<file path="src/rtl/cmd_parser_pkg.sv">
// Shared constants, state encoding and MREQ layout for the host command parser.
package cmd_parser_pkg;

  localparam logic [7:0] CMD_SYNC_BYTE = 8'hA5;
  localparam int         CMD_HDR_LEN   = 7;

  localparam int FLAG_WR_BIT    = 7;
  localparam int FLAG_AINCR_BIT = 6;
  localparam int FLAG_WFMT_MSB  = 2;
  localparam int FLAG_WFMT_LSB  = 0;

  localparam int MREQ_NBIT = 45;

  localparam logic [2:0] MREQ_WFMT_8  = 3'd0;
  localparam logic [2:0] MREQ_WFMT_16 = 3'd1;
  localparam logic [2:0] MREQ_WFMT_32 = 3'd2;

  typedef enum logic [1:0] {
    ST_SYNC  = 2'd0,
    ST_HDR   = 2'd1,
    ST_ISSUE = 2'd2
  } state_t;

  typedef struct packed {
    logic [7:0]  tag;
    logic        wr;
    logic        aincr;
    logic [2:0]  wfmt;
    logic [7:0]  wcnt;
    logic [23:0] addr;
  } mreq_t;

  function automatic mreq_t pack_mreq(input logic [7:0]  tag,
                                      input logic        wr,
                                      input logic        aincr,
                                      input logic [2:0]  wfmt,
                                      input logic [7:0]  wcnt,
                                      input logic [23:0] addr);
    mreq_t m;
    m.tag   = tag;
    m.wr    = wr;
    m.aincr = aincr;
    m.wfmt  = wfmt;
    m.wcnt  = wcnt;
    m.addr  = addr;
    return m;
  endfunction

endpackage

</file>
<file path="src/rtl/cmd_parser.sv">
// Frames the host byte stream into MREQ headers and holds each until cmd_wb completes.
// CSUM accepted at N -> o_mreq_valid at N+1; reads stall the host, writes pass payload through.
module cmd_parser
  import cmd_parser_pkg::*;
#(
  parameter int TIMEOUT_CYCLES = 1000000
) (
  input  logic                 clk,
  input  logic                 rst,
  input  logic                 i_rx_valid,
  input  logic [7:0]           i_rx_data,
  output logic                 o_rx_ready,
  output logic                 o_rx_valid,
  output logic [7:0]           o_rx_data,
  input  logic                 i_rx_ready,
  output logic                 o_mreq_valid,
  input  logic                 i_mreq_ready,
  output logic [MREQ_NBIT-1:0] o_mreq,
  output logic                 o_err_csum,
  output logic                 o_err_timeout
);

  localparam int TW = (TIMEOUT_CYCLES > 0) ? $clog2(TIMEOUT_CYCLES + 1) : 1;
  localparam logic [TW-1:0] TMO_LAST = TW'((TIMEOUT_CYCLES > 0) ? TIMEOUT_CYCLES - 1 : 0);
  localparam logic [TW-1:0] TMO_SAT  = TW'(TIMEOUT_CYCLES);
  localparam logic [2:0]    LAST_IDX = 3'(CMD_HDR_LEN - 1);

  state_t        state, state_nxt;
  logic [2:0]    ctr;
  logic [TW-1:0] tmo_cnt;
  logic [7:0]    hdr [6];
  mreq_t         mreq_q;
  logic [7:0]    csum_calc;
  logic          accept, load_mreq, csum_bad, tmo_hit;

  assign o_mreq    = mreq_q;
  assign csum_calc = hdr[0] ^ hdr[1] ^ hdr[2] ^ hdr[3] ^ hdr[4] ^ hdr[5];

  always_ff @(posedge clk) begin
    if (rst) state <= ST_SYNC;
    else     state <= state_nxt;
  end

  always_comb begin
    state_nxt  = state;
    o_rx_ready = 1'b0;
    o_rx_valid = 1'b0;
    o_rx_data  = 8'h00;
    accept     = 1'b0;
    load_mreq  = 1'b0;
    csum_bad   = 1'b0;
    tmo_hit    = 1'b0;
    unique case (state)
      ST_SYNC: begin
        o_rx_ready = 1'b1;
        accept     = i_rx_valid;
        if (i_rx_valid && i_rx_data == CMD_SYNC_BYTE) state_nxt = ST_HDR;
      end
      ST_HDR: begin
        o_rx_ready = 1'b1;
        accept     = i_rx_valid;
        if (i_rx_valid) begin
          if (ctr == LAST_IDX) begin
            if (i_rx_data == csum_calc) begin
              load_mreq = 1'b1;
              state_nxt = ST_ISSUE;
            end else begin
              csum_bad  = 1'b1;
              state_nxt = ST_SYNC;
            end
          end
        end else if (TIMEOUT_CYCLES > 0 && tmo_cnt == TMO_LAST) begin
          // this idle cycle is the TIMEOUT_CYCLES-th in a row
          tmo_hit   = 1'b1;
          state_nxt = ST_SYNC;
        end
      end
      ST_ISSUE: begin
        if (mreq_q.wr) begin
          o_rx_valid = i_rx_valid;
          o_rx_data  = i_rx_data;
          o_rx_ready = i_rx_ready;
        end
        if (i_mreq_ready) state_nxt = ST_SYNC;
      end
      default: state_nxt = ST_SYNC;
    endcase
  end

  always_ff @(posedge clk) begin
    if (rst) begin
      ctr           <= '0;
      tmo_cnt       <= '0;
      mreq_q        <= '0;
      o_mreq_valid  <= 1'b0;
      o_err_csum    <= 1'b0;
      o_err_timeout <= 1'b0;
    end else begin
      o_err_csum    <= csum_bad;
      o_err_timeout <= tmo_hit;
      if (state != ST_HDR) begin
        ctr     <= '0;
        tmo_cnt <= '0;
      end else if (accept) begin
        ctr     <= ctr + 3'd1;
        tmo_cnt <= '0;
      end else if (tmo_cnt != TMO_SAT) begin
        tmo_cnt <= tmo_cnt + TW'(1);
      end
      if (load_mreq) begin
        mreq_q       <= pack_mreq(hdr[0], hdr[1][FLAG_WR_BIT], hdr[1][FLAG_AINCR_BIT],
                                  hdr[1][FLAG_WFMT_MSB:FLAG_WFMT_LSB], hdr[2],
                                  {hdr[5], hdr[4], hdr[3]});
        o_mreq_valid <= 1'b1;
      end else if (state == ST_ISSUE && i_mreq_ready) begin
        o_mreq_valid <= 1'b0;
      end
    end
  end

  // header bytes TAG..ADDR2; the CSUM byte is compared on the fly, never stored
  always_ff @(posedge clk) begin
    if (state == ST_HDR && accept && ctr < LAST_IDX) hdr[ctr] <= i_rx_data;
  end

endmodule

</file>
<file path="config.mk">
export PLATFORM = sky130hd
export DESIGN_NAME = cmd_parser
export DESIGN_NICKNAME = d
export VERILOG_FILES = /design/src/rtl/cmd_parser_pkg.sv /design/src/rtl/cmd_parser.sv
export SDC_FILE = /design/constraint.sdc
export NUM_CORES = 1
export LEC_CHECK = 0
export ABC_AREA = 0
export BUFFER_PORTS_ARGS = -buffer_cell sky130_fd_sc_hd__buf_2
export CELL_PAD_IN_SITES_DETAIL_PLACEMENT = 0
export CELL_PAD_IN_SITES_GLOBAL_PLACEMENT = 1
export CORE_UTILIZATION = 46
export DETAILED_ROUTE_END_ITERATION = 10
export PLACE_DENSITY_LB_ADDON = 0.05
export SYNTH_ARGS = -nofsm -noshare
export SYNTH_HDL_FRONTEND = slang
export SYNTH_SLANG_ARGS = --single-unit
</file>
<file path="constraint.sdc">
create_clock -name clk -period 3.6 [get_ports clk]
set_clock_uncertainty 0.2 [all_clocks]
set_input_delay 0.54 -clock clk [delete_from_list [all_inputs] [get_ports clk]]
set_output_delay 0.54 -clock clk [all_outputs]
set_load 0.01 [all_outputs]
</file>
### Word level (Yosys, flattened, before mapping)

Memory sizes are Yosys's and may differ from the RTL's.
Index checks and enable logic that the tools add are counted.

| word-level totals | value |
|---|---|
| RAM bits | 48 |
| input port bits | 13 |
| bits in registers | 73 |
| memories kept | 1 |
| logic and storage cells | 72 |
| output and inout bits | 58 |

| cells by class | value |
|---|---|
| multiplexer cells | 24 |
| reductions and logical operators | 12 |
| add/subtract/negate cells | 2 |
| magnitude comparators | 1 |
| eq/ne operators | 12 |
| bitwise gates (word level) | 8 |

Memories:

| name | words | width | read ports | clocked after Yosys merged registers in | wr ports | line | RTL |
|---|---|---|---|---|---|---|---|
| hdr | 6 | 8 | 6 | 0 | 1 | cmd_parser.sv:31 | `logic [7:0] hdr [6];` |

Operators by type and width:

| cell | count |
|---|---|
| $xor A8 B8 Y8 | 5 |
| $add A20 B1 Y20 const B | 1 |
| $eq A20 B20 Y1 const B | 1 |
| $ne A20 B20 Y1 const B | 1 |
| $mux W8 | 2 |
| $mux W1 | 14 |
| $mux W2 | 6 |
| $eq A8 B8 Y1 | 1 |
| $eq A8 B8 Y1 const B | 1 |
| $ne A3 B3 Y1 const B | 2 |
| $pmux W2 S3 | 1 |
| $reduce_or A3 Y1 | 2 |
| $logic_and A1 B1 Y1 | 4 |
| $ne A2 B2 Y1 const B | 2 |
| $reduce_and A4 Y1 | 1 |
| $reduce_or A2 Y1 | 2 |
| $reduce_or A4 Y1 | 1 |
| $add A3 B1 Y3 const B | 1 |
| $eq A3 B3 Y1 const B | 1 |
| $lt A3 B3 Y1 const B | 1 |
| $not A1 Y1 | 3 |
| $eq A2 B1 Y1 const B | 1 |
| $eq A2 B2 Y1 const B | 1 |
| $logic_not A2 Y1 | 1 |
| 3 further kinds | 3 |

### Logic depth before layout (Yosys ltp)

| depth | value |
|---|---|
| depth in word-level cells | 11 |
| gate-level depth with buffers | 7 |
| mapped depth without buffers | 6 |

### Least setup slack after synthesis

No wires, ideal clock.

| timing | value |
|---|---|
| kind | input to register |
| start | in i_rx_data[2] |
| end | reg, netlist name o_mreq[10] |
| cell stages on the path | 7 |
| path buffers | 2 |
| arrival time | 2.417 ns |
| data required time | 3.328 ns |
| setup slack | 0.911 ns |
| library setup time | 0.072 ns |
| cells stage by stage | xnor2_1 -> xnor3_1 -> or4_1 -> nor4_4 -> buf_6 -> buf_12 -> mux2i_1 |

| on the way | value |
|---|---|
| word-level cells in the longest chain between the ends | 5 |

RTL lines:

| what | line | RTL |
|---|---|---|
| from (decl) | cmd_parser.sv:11 | `input logic [7:0] i_rx_data,` |
| $eq A8 B8 Y1 | cmd_parser.sv:64 | `if (i_rx_data == csum_calc) begin` |
| $mux W1 | cmd_parser.sv:64 |  |
| $mux W1 | cmd_parser.sv:63 | `if (ctr == LAST_IDX) begin` |
| $mux W1 | cmd_parser.sv:62 | `if (i_rx_valid) begin` |
| $mux W1 | cmd_parser.sv:53 | `unique case (state)` |

Every way passes these cells.
A chain may end at the register's enable or synchronous reset.

==> impl_metrics.toml <==
[logic_synthesis]
synth_async_sr_flop_share = 0
synth.top_cell.area_share = 0.2681
post_synth_instance_area_sq_um = 5450
ys_types = 43
synth_nets = 466
yosysWarnings = 0
proportion_of_synthesized_chip_area_in_sequential_cells = 0.5326
synth_top_flop_cell = "sky130_fd_sc_hd__dfxtp_1"
synth_enable_flop_cells = 48
synth_area_leaders = "sky130_fd_sc_hd__dfxtp_1 27%, sky130_fd_sc_hd__edfxtp_1 26%, sky130_fd_sc_hd__nand2b_1 11%"
most_numerous_cell_in_the_yosys_netlist = "sky130_fd_sc_hd__nand2b_1"
post_synth_most_frequent_cells = "93 x sky130_fd_sc_hd__nand2b_1, 73 x sky130_fd_sc_hd__dfxtp_1, 48 x sky130_fd_sc_hd__edfxtp_1"
ys_seq_elements = 121
post_synth.cell_area_avg_sq_um = 12.14
synth_area_leader_cell = "sky130_fd_sc_hd__dfxtp_1"
netlist_instances = 449

[setup_path]
crit_fanout = 36
critical_path_class = "reg -> reg"
worst-r2r-setup-slack_ns = 0.69
arrival_ns = 3.04
timing.critical_path.from = "hdr[3][4]$_DFFE_PP_"
critical_path.reg2reg.endpoint = "o_mreq[19]$_SDFFE_PP0P_"
endpoint_kind = "register"
cell_count_of_the_worst_reg_to_reg_path = 6
setup.worst_path.end = "o_mreq[19]$_SDFFE_PP0P_"
critical_path_required_ns = 3.73
worst_r2r_startpoint = "hdr[3][4]$_DFFE_PP_"
worstSetupStartpointType = "register"

[clock_tree]
clk_latency_ns = 0.41
tritoncts = "yes"
root_buffer = "sky130_fd_sc_hd__clkbuf_16"
cts_buffers = 17
cts.sinks = 121
ctsResizeCount = 0
cts_buffer_depth = 2
h_tree_levels = 4
postCtsSetupBuffers = 0
clk_transition_reported_paths_ns = 0.05
cts_hold_buf = 0

[routing]
drcViolationCount = 0
drt_pass1_iterations = 4
wire_per_inst_microns = 15.52
via_count = 3382
postRouteWirelength_microns = 10630
avgViaCountPerCell = 4.937
final_antenna_net_count = 0
detail_route.iter0.violations = 218

[run_status]
status = "complete, no violations"

[floorplan]
die_area_sq_um = 12290
die_height_microns = 110.9
dieWidth_microns = 110.9
placement_rows = 39
design.core.area_sq_um = 11470
initial_core_utilization = 0.4753
ios = 71

[global_route]
grt-ovfl-total = 0
grt_antenna_before_repair = 0
grt_pass1_vias = 3332
grtUsageTotal = 0.1903
grt_max_degree = 56
grt_pass1_wl_microns = 17890

[final_layout]
nNetsFinal = 546
synthToLayoutAreaGrowth_pct = 17.52
antennaDiodeCount = 0
layout-drive-gt1-share = 0.1900
nFillCells = 1027

[pwr]
leak_nw = 2.417
power_density_nw_per_um2 = 456.7
power.ir.vdd_worst_mv = 0.2444

[place]
hpwl_microns = 7216
place.gp.congestion = 0.7378
port_buffers = 70
dp_slack_ns = 0.4741

[sta]
setup_total_negative_slack_ns = 0
timing.final.crit_period_ns = 2.908
final_min_period_over_clock_period = 0.8079
max_slew.worst_pin.slew_ns = 0.9647
timing_hold_violations_final = 0
slew_viol_final = 0
unrepaired_setup_endpoints_after_global_routing = "no"
slew_headroom = 0.3509
setup_viol = 0
setup_slack_ns = 0.6915
clock.fmax_mhz = 343.8

[run]
timing.max_cap.violations = 0

[min_path]
hold_path_class = "in -> reg"
holdCritStartpoint = "i_rx_data[7]"
[worst max-delay path, stage by stage (launching register included)]
cell	delay (ns)
sky130_fd_sc_hd__edfxtp_1	0.39
sky130_fd_sc_hd__xnor3_1	0.39
sky130_fd_sc_hd__xnor3_1	0.38
sky130_fd_sc_hd__or4_4	0.59
sky130_fd_sc_hd__nor4_4	0.32
sky130_fd_sc_hd__buf_12	0.29
sky130_fd_sc_hd__mux2i_1	0.24
[worst min path at each step]
stage                               endpoint  cells past startpoint  slack [ns]
detailed placement   o_mreq[16]$_SDFFE_PP0P_                      2        0.26
global placement     o_mreq[28]$_SDFFE_PP0P_                      2        0.26
finish                   hdr[4][7]$_DFFE_PP_                      1        0.26
floorplan           tmo_cnt[16]$_SDFFE_PP0P_                      2        0.28
CTS                      hdr[4][7]$_DFFE_PP_                      1        0.25
global route             hdr[3][5]$_DFFE_PP_                      1        0.26
[power by group]
part	total [W]	switching (W)	internal (W)
Sequential	0.00143	0.000000129	0.00143
Clock	0.00142	0.000543	0.000878
Combinational	0.0000789	0.0000392	0.0000397
Total	0.00293	0.000582	0.00234
[cells by family after synthesis]
| family | share of synthesized area |
|---|---|
| compound gates | 0.01584 |
| xor+xnor | 0.1208 |
| fa+ha+maj | 0.009183 |
| buf+inv | 0.03191 |
| flops | 0.5326 |
| mux | 0.08448 |
| simple gates | 0.2052 |
[cells in the final DEF, fill, tap and decap left out, types with 4 or more instances in the layout]
cell / instances
sky130_fd_sc_hd__nor3_1: 7
sky130_fd_sc_hd__inv_1: 8
sky130_fd_sc_hd__nand3_1: 10
sky130_fd_sc_hd__buf_4: 9
sky130_fd_sc_hd__ha_1: 4
sky130_fd_sc_hd__xor2_1: 8
sky130_fd_sc_hd__clkbuf_16: 17
sky130_fd_sc_hd__or3_1: 5
sky130_fd_sc_hd__buf_2: 70
sky130_fd_sc_hd__clkbuf_1: 15
sky130_fd_sc_hd__nand4_1: 4
sky130_fd_sc_hd__edfxtp_1: 48
sky130_fd_sc_hd__nand2_1: 13
sky130_fd_sc_hd__xnor3_1: 16
sky130_fd_sc_hd__nor2_1: 26
sky130_fd_sc_hd__xnor2_1: 26
sky130_fd_sc_hd__and2_1: 9
sky130_fd_sc_hd__mux2i_1: 46
sky130_fd_sc_hd__dfxtp_1: 73
sky130_fd_sc_hd__nor4_1: 4
sky130_fd_sc_hd__nand2b_1: 93
[metal layers]
| metal | share of wire | track usage | routed length (microns) |
|---|---|---|---|
| met4 | 0.018 | 0.08533 | 187 |
| met3 | 0.043 | 0.05194 | 453 |
| met1 | 0.51 | 0.2661 | 5419 |
| met5 | 0 | 0 | 0 |
| met2 | 0.43 | 0.2754 | 4572 |
[flip-flops by register name, summed over array words and instances (netlist names)]
name / flops
tmo_cnt: 20
o_err_csum: 1
o_err_timeout: 1
ctr: 3
state: 2
o_mreq_valid: 1
o_mreq: 45
hdr: 48
[metrics by stage]
stage	std cells	utilization	power, W	hold WS [ns]	cell area [sq um]
floorplan	449	-	0.001502	0.2841	5450
detailed placement	653	0.5165	0.001533	0.2595	5923
global route	685	0.5585	0.003024	0.2648	6405
CTS	685	0.5585	0.002952	0.2476	6405
global placement	653	0.5165	0.001532	0.2561	5923
finish	685	0.5585	0.002925	0.2573	6405
[final cells by class]
type / count / area, sq um / share of cell area
clock buffer: 32 / 481.7 / 0.07521
inverter: 8 / 30.03 / 0.004688
multi-input combinational: 301 / 2374 / 0.3706
sequential: 121 / 2903 / 0.4532
tap: 143 / 178.9 / 0.02794
timing repair buffer: 80 / 437.9 / 0.06837
Note: power is estimated with default switching activity, not from simulation.
